File: config.mk
export PLATFORM = sky130hd
export DESIGN_NAME = ysyx_23060236_scoreboard
export DESIGN_NICKNAME = d
export VERILOG_FILES = /design/src/rtl/ysyx_23060236_scoreboard_pkg.sv /design/src/rtl/ysyx_23060236_sb_counter.sv /design/src/rtl/ysyx_23060236_scoreboard.sv
export SDC_FILE = /design/constraint.sdc
export NUM_CORES = 1
export LEC_CHECK = 0
export ABC_AREA = 1
export BUFFER_PORTS_ARGS = -buffer_cell sky130_fd_sc_hd__buf_2
export CELL_PAD_IN_SITES_DETAIL_PLACEMENT = 0
export CELL_PAD_IN_SITES_GLOBAL_PLACEMENT = 2
export CORE_ASPECT_RATIO = 1.2
export CORE_MARGIN = 2
export CORE_UTILIZATION = 32
export DETAILED_ROUTE_END_ITERATION = 8
export GPL_TIMING_DRIVEN = 0
export PLACE_DENSITY = 0.84
export SLEW_MARGIN = 5
export SYNTH_ARGS = -nofsm -noshare
export SYNTH_HDL_FRONTEND = slang
export SYNTH_SLANG_ARGS = --single-unit
File: constraint.sdc
create_clock -name clock -period 6.25 [get_ports clock]
set_input_delay 0.9375 -clock clock [delete_from_list [all_inputs] [get_ports clock]]
set_output_delay 0.9375 -clock clock [all_outputs]
set_load 0.01 [all_outputs]
File: src/rtl/ysyx_23060236_scoreboard_pkg.sv
// Shared sizing constants for the register-file scoreboard.
// Sizes: 16 registers, 2-bit pending-write counters, 32-bit stall counter.
package ysyx_23060236_scoreboard_pkg;

  localparam int SB_ADDR_WIDTH = 4;
  localparam int SB_CNT_WIDTH  = 2;
  localparam int SB_PERF_WIDTH = 32;

endpackage

File: src/rtl/ysyx_23060236_sb_counter.sv
// Pending-write counter for one architectural register.
// Clearing beats increment and decrement.
module ysyx_23060236_sb_counter #(
  parameter int CNT_WIDTH = 2
) (
  input  logic                 clock,
  input  logic                 reset,
  input  logic                 inc,
  input  logic                 dec,
  input  logic                 clr,
  output logic [CNT_WIDTH-1:0] cnt,
  output logic                 nonzero
);

  // An increment and a decrement in the same cycle cancel out.
  always_ff @(posedge clock) begin
    if (reset || clr) begin
      cnt <= '0;
    end else if (inc && !dec) begin
      cnt <= cnt + 1'b1;
    end else if (dec && !inc) begin
      cnt <= cnt - 1'b1;
    end
  end

  assign nonzero = |cnt;

endmodule

File: src/rtl/ysyx_23060236_scoreboard.sv
// Issue-side hazard controller: tracks outstanding writebacks per register
// and stalls the decoder on RAW hazards or pending-write counter saturation.
module ysyx_23060236_scoreboard
  import ysyx_23060236_scoreboard_pkg::*;
#(
  parameter int ADDR_WIDTH = SB_ADDR_WIDTH,
  parameter int CNT_WIDTH  = SB_CNT_WIDTH
) (
  input  logic                       clock,
  input  logic                       reset,
  input  logic                       issue_valid,
  output logic                       issue_ready,
  input  logic [ADDR_WIDTH-1:0]      rs1,
  input  logic [ADDR_WIDTH-1:0]      rs2,
  input  logic                       rs1_used,
  input  logic                       rs2_used,
  input  logic [ADDR_WIDTH-1:0]      rd,
  input  logic                       rd_wen,
  input  logic                       wb_valid,
  input  logic [ADDR_WIDTH-1:0]      wb_addr,
  input  logic                       flush,
  output logic [2**ADDR_WIDTH-1:0]   busy_mask,
  output logic                       idle,
  output logic                       err,
  output logic [SB_PERF_WIDTH-1:0]   stall_cycles
);

  localparam int NREG = 2**ADDR_WIDTH;
  localparam logic [CNT_WIDTH-1:0] CNT_MAX = '1;

  logic [CNT_WIDTH-1:0]     cnt [NREG];
  logic [NREG-1:0]          busy;
  logic [NREG-1:1]          inc;
  logic [NREG-1:1]          dec;
  logic                     hazard;
  logic                     fire;
  logic                     wb_to_empty;
  logic [SB_PERF_WIDTH-1:0] stall_q;

  // x0 is hardwired: never pending, so it can never cause a hazard.
  assign cnt[0]  = '0;
  assign busy[0] = 1'b0;

  always_comb begin
    hazard = 1'b0;
    if (rs1_used && rs1 != '0 && busy[rs1]) hazard = 1'b1;
    if (rs2_used && rs2 != '0 && busy[rs2]) hazard = 1'b1;
    if (rd_wen && rd != '0 && cnt[rd] == CNT_MAX) hazard = 1'b1;
  end

  assign issue_ready = !reset && !flush && !hazard;
  assign fire        = issue_valid && issue_ready;

  always_comb begin
    inc = '0;
    dec = '0;
    for (int i = 1; i < NREG; i++) begin
      inc[i] = fire && rd_wen && (rd == ADDR_WIDTH'(i));
      dec[i] = wb_valid && (wb_addr == ADDR_WIDTH'(i)) && busy[i];
    end
  end

  for (genvar i = 1; i < NREG; i++) begin : g_cnt
    ysyx_23060236_sb_counter #(
      .CNT_WIDTH(CNT_WIDTH)
    ) u_cnt (
      .clock  (clock),
      .reset  (reset),
      .inc    (inc[i]),
      .dec    (dec[i]),
      .clr    (flush),
      .cnt    (cnt[i]),
      .nonzero(busy[i])
    );
  end

  // A writeback with nothing outstanding means the pipeline lost track of a register.
  assign wb_to_empty = wb_valid && wb_addr != '0 && !busy[wb_addr];

  always_ff @(posedge clock) begin
    if (reset) begin
      err <= 1'b0;
    end else if (!flush && wb_to_empty) begin
      err <= 1'b1;
    end
  end

  always_ff @(posedge clock) begin
    if (reset) begin
      stall_q <= '0;
    end else if (issue_valid && !issue_ready && stall_q != '1) begin
      stall_q <= stall_q + 1'b1;
    end
  end

  assign busy_mask    = busy;
  assign idle         = ~|busy;
  assign stall_cycles = stall_q;

endmodule

Word level (Yosys, flattened, before mapping)
Index checks and enable logic that the tools add are counted. W data, S select, Z words.

Add/subtract/negate cells: 31. Magnitude comparators: 4. Eq/ne operators: 32. Multiplexer cells: 42. Bitwise gates (word level): 1. Reduce and logical (&&, ||, !) cells: 162.

Operator list (number): $logic_and A1 B1 Y1 (90); $eq A4 B4 Y1 const B (16); $mux W2 (32); $logic_not A1 Y1 (36); $add A32 B1 Y32 const B (1); $eq A4 B3 Y1 const B (8); $ne A32 B32 Y1 const B (1); $add A2 B1 Y2 const B (15); $reduce_bool A2 Y1 (15); $reduce_or A2 Y1 (15); $reduce_or A30 Y1 (1); $sub A2 B1 Y2 const B (15); $eq A4 B2 Y1 const B (4); $reduce_bool A4 Y1 (4); $lt A4 B5 Y1 const B (3); $bmux W1 S4 (3); $bmux W2 S4 (1); $eq A4 B1 Y1 const B (2); $mux W1 (6); $ge A5 B5 Y1 const B (1); $not A4 Y5 (1); $eq A2 B2 Y1 const B (1); $logic_or A1 B1 Y1 (1).

Bits in registers: 63. Input bits: 24.

Logic depth before layout (Yosys ltp)
Word-level depth: 16. Gate-level depth with buffers: 21.

Modules after synthesis
Synthesis repeated with hierarchy kept, for this count alone.

Cells, all modules: 953. Area total of the unflattened synthesis: 5298.8 sq um.

By module, submodules not included: ysyx_23060236_scoreboard (instances 1, cells each 653, area an instance 3422.0 sq um, seq. area each 660.6 sq um); ysyx_23060236_sb_counter (instances 15, cells each 20, area an instance 125.1 sq um, seq. area each 40.0 sq um).

Worst setup path after synthesis
No wires, ideal clock.

Path kind: in2reg. Start: in rd[1]. End: reg g_cnt[1].u_cnt.cnt[1]. Arrival time: 2895 ps. Required time: 6128 ps. Path slack: 3233 ps. Stages on the path: 19. Path buffers: 3. Path through: buf_2 -> buf_6 -> nand3_1 -> nand2_1 -> nor2_1 -> nor2_1 -> nor2_1 -> nand2_1 -> nand3_1 -> nand4_2 -> buf_6 -> nor2_4 -> nand3_2 -> nor2_1 -> ha_1 -> a21oi_1 -> o21ai_0 -> o21ai_0 -> a21oi_1.

Cells in the longest elaborated chain, start to end: 15. Elaborated cells between the ends (all ways): 20. Those cells by class: eq/ne (2); mux (5); bitwise (1); reduce/logical (12).

Ends and longest elaborated chain: start, declared (RTL line ysyx_23060236_scoreboard.sv:17) `input logic [ADDR_WIDTH-1:0] rd,`; $not A4 Y5 (not written as such) (RTL line ysyx_23060236_scoreboard.sv:48) `if (rd_wen && rd != '0 && cnt[rd] == CNT_MAX) hazard = 1'b1;`; $bmux W2 S4 (RTL line ysyx_23060236_scoreboard.sv:48); $mux W2 (not written as such) (2 in series) (RTL line ysyx_23060236_scoreboard.sv:48); $eq A2 B2 Y1 (RTL line ysyx_23060236_scoreboard.sv:48); $logic_and A1 B1 Y1 (RTL line ysyx_23060236_scoreboard.sv:48); $mux W1 (RTL line ysyx_23060236_scoreboard.sv:48); $logic_not A1 Y1 (RTL line ysyx_23060236_scoreboard.sv:51) `assign issue_ready = !reset && !flush && !hazard;`; $logic_and A1 B1 Y1 (RTL line ysyx_23060236_scoreboard.sv:51); $logic_and A1 B1 Y1 (RTL line ysyx_23060236_scoreboard.sv:52) `assign fire = issue_valid && issue_ready;`; $logic_and A1 B1 Y1 (RTL line ysyx_23060236_scoreboard.sv:58) `inc[i] = fire && rd_wen && (rd == ADDR_WIDTH'(i));`; $logic_and A1 B1 Y1 (*) (RTL line ysyx_23060236_scoreboard.sv:58); $logic_not A1 Y1 (RTL line ysyx_23060236_sb_counter.sv:21) `end else if (dec && !inc) begin`; $logic_and A1 B1 Y1 (RTL line ysyx_23060236_sb_counter.sv:21); $reduce_bool A2 Y1 (no source line); end signal, assigned (RTL line ysyx_23060236_sb_counter.sv:20) `cnt <= cnt + 1'b1;`; end signal, assigned (RTL line ysyx_23060236_sb_counter.sv:22) `cnt <= cnt - 1'b1;`; end, declared (RTL line ysyx_23060236_sb_counter.sv:11) `output logic [CNT_WIDTH-1:0] cnt,`.

Mark *: on every way between the ends. The rest lies on a longest branch, timed or not. The select of a mux whose other input is x is not followed. A chain may end at the register's enable or synchronous reset.

Final worst setup path
Start: in rd[0]. End: out issue_ready.

Cells in the longest elaborated chain, start to end: 9. Elaborated cells between the ends (all ways): 11. Those cells by class: eq/ne (1); mux (4); bitwise (1); reduce/logical (5).

Ends and longest elaborated chain: $not A4 Y5 (not written as such) (RTL line ysyx_23060236_scoreboard.sv:48); $bmux W2 S4 (RTL line ysyx_23060236_scoreboard.sv:48); $mux W2 (not written as such) (2 in series) (RTL line ysyx_23060236_scoreboard.sv:48); $eq A2 B2 Y1 (RTL line ysyx_23060236_scoreboard.sv:48); $logic_and A1 B1 Y1 (*) (RTL line ysyx_23060236_scoreboard.sv:48); $mux W1 (*) (RTL line ysyx_23060236_scoreboard.sv:48); $logic_not A1 Y1 (*) (RTL line ysyx_23060236_scoreboard.sv:51); $logic_and A1 B1 Y1 (*) (RTL line ysyx_23060236_scoreboard.sv:51); end, declared (RTL line ysyx_23060236_scoreboard.sv:12) `output logic issue_ready,`.

Marked as above.

==> results.md <==
Power:
- In this run the static leakage power is 2.68 nW.
- The total power divided by cell area is 175 nW/um^2.
- The worst voltage drop across the vdd grid is 0.000105 V.

CTS:
- CTS built an H-tree with a depth of 3.
- For the worst-skew pair, the clock arrives at the later sink with an insertion delay of 0.35 ns.
- The maximum root-to-sink buffer count is 2.
- In this run, post-CTS hold repair placed 0 buffers.
- The CTS tree is done.
- The CTS clock-pin slew for the worst setup and hold paths is 0.06 ns.
- The clock net sink count is 63.
- The number of resized instances in the post-cts repair step is 0.
- The cell sitting at the root of the clock tree is a clkbuf_16.
- Clock tree synthesis inserted a total of 9 buffers.
- The post-CTS repair timing setup buffer count is 0.

Die:
- The core region is 14800 um^2.
- The die is 138 um tall.
- The initial utilization of the core area, before any placement, comes to 32.5%.
- The die width is 116 um.
- 75 I/O pins were placed.
- In this run the core area contains 49 standard-cell rows.
- The area enclosed by the die boundary is 16000 um^2.

STA:
- Setup violations remaining at the end of the flow were counted as 0.
- The worst pin sits at a relative slew slack of 57.9%.
- For this run, the top clock speed supported by timing is 0.283 GHz.
- The hold violation count in the final report came to 0.
- The worst clock skew is 0.00667 ns.
- The total negative slack for setup checks is 0 ns.
- The number of pins exceeding their max-slew limit in the final report is 0.
- The worst-margin pin slew is 0.631 ns.
- Setup repair after global routing left no endpoint under its margin.
- The post-route clock period utilization is 56.4%.
- On the final layout, the worst hold slack is 0.465 ns.
- The post-route minimum period is 3.53 ns.

Detailed routing:
- The mean number of vias per cell is 4.88.
- The via count is 5460.
- The number of DRC markers after the initial detailed-route iteration is 297.
- The aggregate routed wire length is 16.2 mm.
- After detailed routing, the number of remaining DRC violations is 0.
- The first-pass detailed-route iteration total is 5.
- Once detail routing completed, the nets flagged for antenna violations numbered 0.
- The average detailed-routed wire length per instance is 14.5 um.

Yosys:
- The post-synth net total is 871.
- The sequential cell area fraction in the yosys report is 26.2%.
- Synthesis inferred 63 register bits.
- During synthesis, Yosys emitted a total of 0 warnings.
- The synthesized netlist occupies a cell area of 4810 um^2.
- The average size of a mapped cell is 5.79 um^2.
- The cell taking the most area after synthesis is dfxtp_1.
- Ranked by total cell area, the synthesized netlist is headed by dfxtp_1 (26%), nand2_1 (16%), nor2_1 (9.4%).
- The number of standard cells after synthesis is 831.
- The post-synthesis cell type count is 29.
- The area fraction of the dominant cell type after synthesis is 26.2%.

Placement:
- Once detailed placement completed, the half-perimeter wirelength came to 12.7 mm.
- At the end of routability-driven placement, the weighted congestion stood at 0.873.
- The number of I/O port buffers is 67.

Critical path:
- At the worst endpoint, the arrival time is 2.59 ns.
- Along the worst path, the maximum fanout reaches 10.
- The data required time of the worst path is 5.31 ns.
- The path depth of the worst reg2reg path is 17.
- In this run the worst setup path begins at rd[0].
- The critical path is of the input pin to output pin type.
- The worst setup path is launched from an input pin.
- The capturing element type of the critical path is an output pin.
- The worst register-to-register path begins at g_cnt[9].u_cnt.cnt[0].

Worst hold path:
- The source of the worst hold timing path is err.
- Along the worst hold path, the cell count comes to 2.
- In this run the worst hold path is classified as flop to flop.

GRT:
- The total global routing track utilization is 20.7%.
- The first global-routing pass estimated 26.0 mm of wire.
- The total overflow left after global routing is 0.
- The via count of the first global-routing pass is 5160.
- The number of antenna violations at the first check in global routing was 0.
- Entering global routing, the biggest net connects 13 pins.

Finish:
- The number of diodes added for antenna fixing is 0.
- After filler insertion, the fill cell instance count of the layout stands at 1723.
- The number of nets in the finished design is 949.
- The post-synthesis to final-layout area growth is 18.1%.
- Cells with a size suffix above 1 make up 14.0% of the layout.

Flow run:
- The count of max-cap constraint violations is 0.

Status:
- The run finished with clean final reports.
[state kept, by name (all words and copies together) (netlist names)]
register	flops
stall_cycles	32
g_cnt.u_cnt.cnt	30
err	1
[layer usage]
layer,wire [um],global-route usage (%),vias up
li1,-,-,2834
met1,6830,24.9,2466
met2,8280,36.3,134
met3,664,2.89,26
met4,449,8.27,0
met5,0,0,-
[critical path, cell delays in order]
cell     delay (ns)
buf_2          0.12
inv_2          0.06
buf_2          0.24
nand2_1        0.08
nand2_1        0.09
nand2_1        0.06
nand2_1        0.07
nand2_1        0.05
nand2_1        0.07
inv_1          0.04
nand2_1        0.05
nand3_1        0.09
nand4_2        0.16
buf_2          0.26
inv_1          0.07
buf_2          0.14
[synthesized netlist by cell type]
| cell | count |
|---|---|
| or3_1 | 1 |
| nand4_2 | 2 |
| inv_2 | 4 |
| o311ai_0 | 1 |
| nor3_1 | 19 |
| nand2_1 | 204 |
| nand3_1 | 81 |
| inv_1 | 118 |
| buf_6 | 2 |
| clkbuf_2 | 2 |
| nor2_2 | 2 |
| nand3_2 | 4 |
| nor4_1 | 3 |
| buf_4 | 19 |
| clkbuf_1 | 10 |
| o21ai_0 | 48 |
| nor2_1 | 121 |
| dfxtp_1 | 63 |
| o22ai_1 | 1 |
| a31oi_1 | 3 |
| buf_2 | 9 |
| a21oi_1 | 57 |
| conb_1 | 1 |
| ha_1 | 16 |
| a211oi_1 | 2 |
| buf_1 | 3 |
| a21boi_0 | 1 |
| nor2_4 | 1 |
| nand4_1 | 33 |
[worst paths after layout]
check                                              end  slack, ns
worst max register to register  g_cnt[14].u_cnt.cnt[1]       3.21
worst min register to register                     err       0.47
worst min-delay path                               err       0.47
worst max-delay path                       issue_ready       2.72
[layout by cell type, fill, tap and decap left out, drive strengths merged, types with 2 or more instances in the layout]
cell type / count
nand2: 204
a211oi: 2
a21oi: 57
nor4: 3
o21ai: 48
nor3: 19
ha: 16
nor2: 124
buf: 100
dfxtp: 63
nand3: 85
inv: 124
nand4: 35
clkinv: 3
a31oi: 3
clkbuf: 22
[logic make-up after synthesis]
| family | Yosys count | synth area share (%) |
|---|---|---|
| AND/OR/NAND/NOR | 471 | 42.4 |
| flip-flops | 63 | 26.2 |
| adder cells (fa/ha/maj) | 16 | 4.16 |
| other | 1 | 0.0779 |
| AO/OA/AOI/OAI | 113 | 12.1 |
| buffers and inverters | 167 | 15.1 |
[metrics by stage]
step                      util, %  instances  power [W]  setup slack [ns]  cell area, um^2
after floorplan                 -        831   0.000477              3.23             4810
after global placement       36.4       1102   0.000512              2.61             5410
after detailed placement     36.4       1102   0.000514              2.56             5410
after CTS                    38.3       1118    0.00101              2.73             5690
after global routing         38.3       1118    0.00104              2.53             5690
final                        38.3       1118   0.000996              2.72             5690
[final cells by class]
cell class | instances | area, um^2 | share of cell area, %
buffer | 45 | 269 | 4.73
clock buffer | 10 | 239 | 4.20
clock inverter | 6 | 43.8 | 0.770
inverter | 122 | 458 | 8.05
multi-input combinational | 601 | 2830 | 49.7
sequential | 63 | 1260 | 22.2
tap | 204 | 255 | 4.49
timing repair buffer | 67 | 335 | 5.90
[where the power goes]
part           internal, W  total (W)  switching [W]
Combinational    0.0000279  0.0000984      0.0000705
Sequential        0.000404   0.000406     0.00000223
Clock             0.000281   0.000491       0.000210
(Power assumes the default switching activity.)
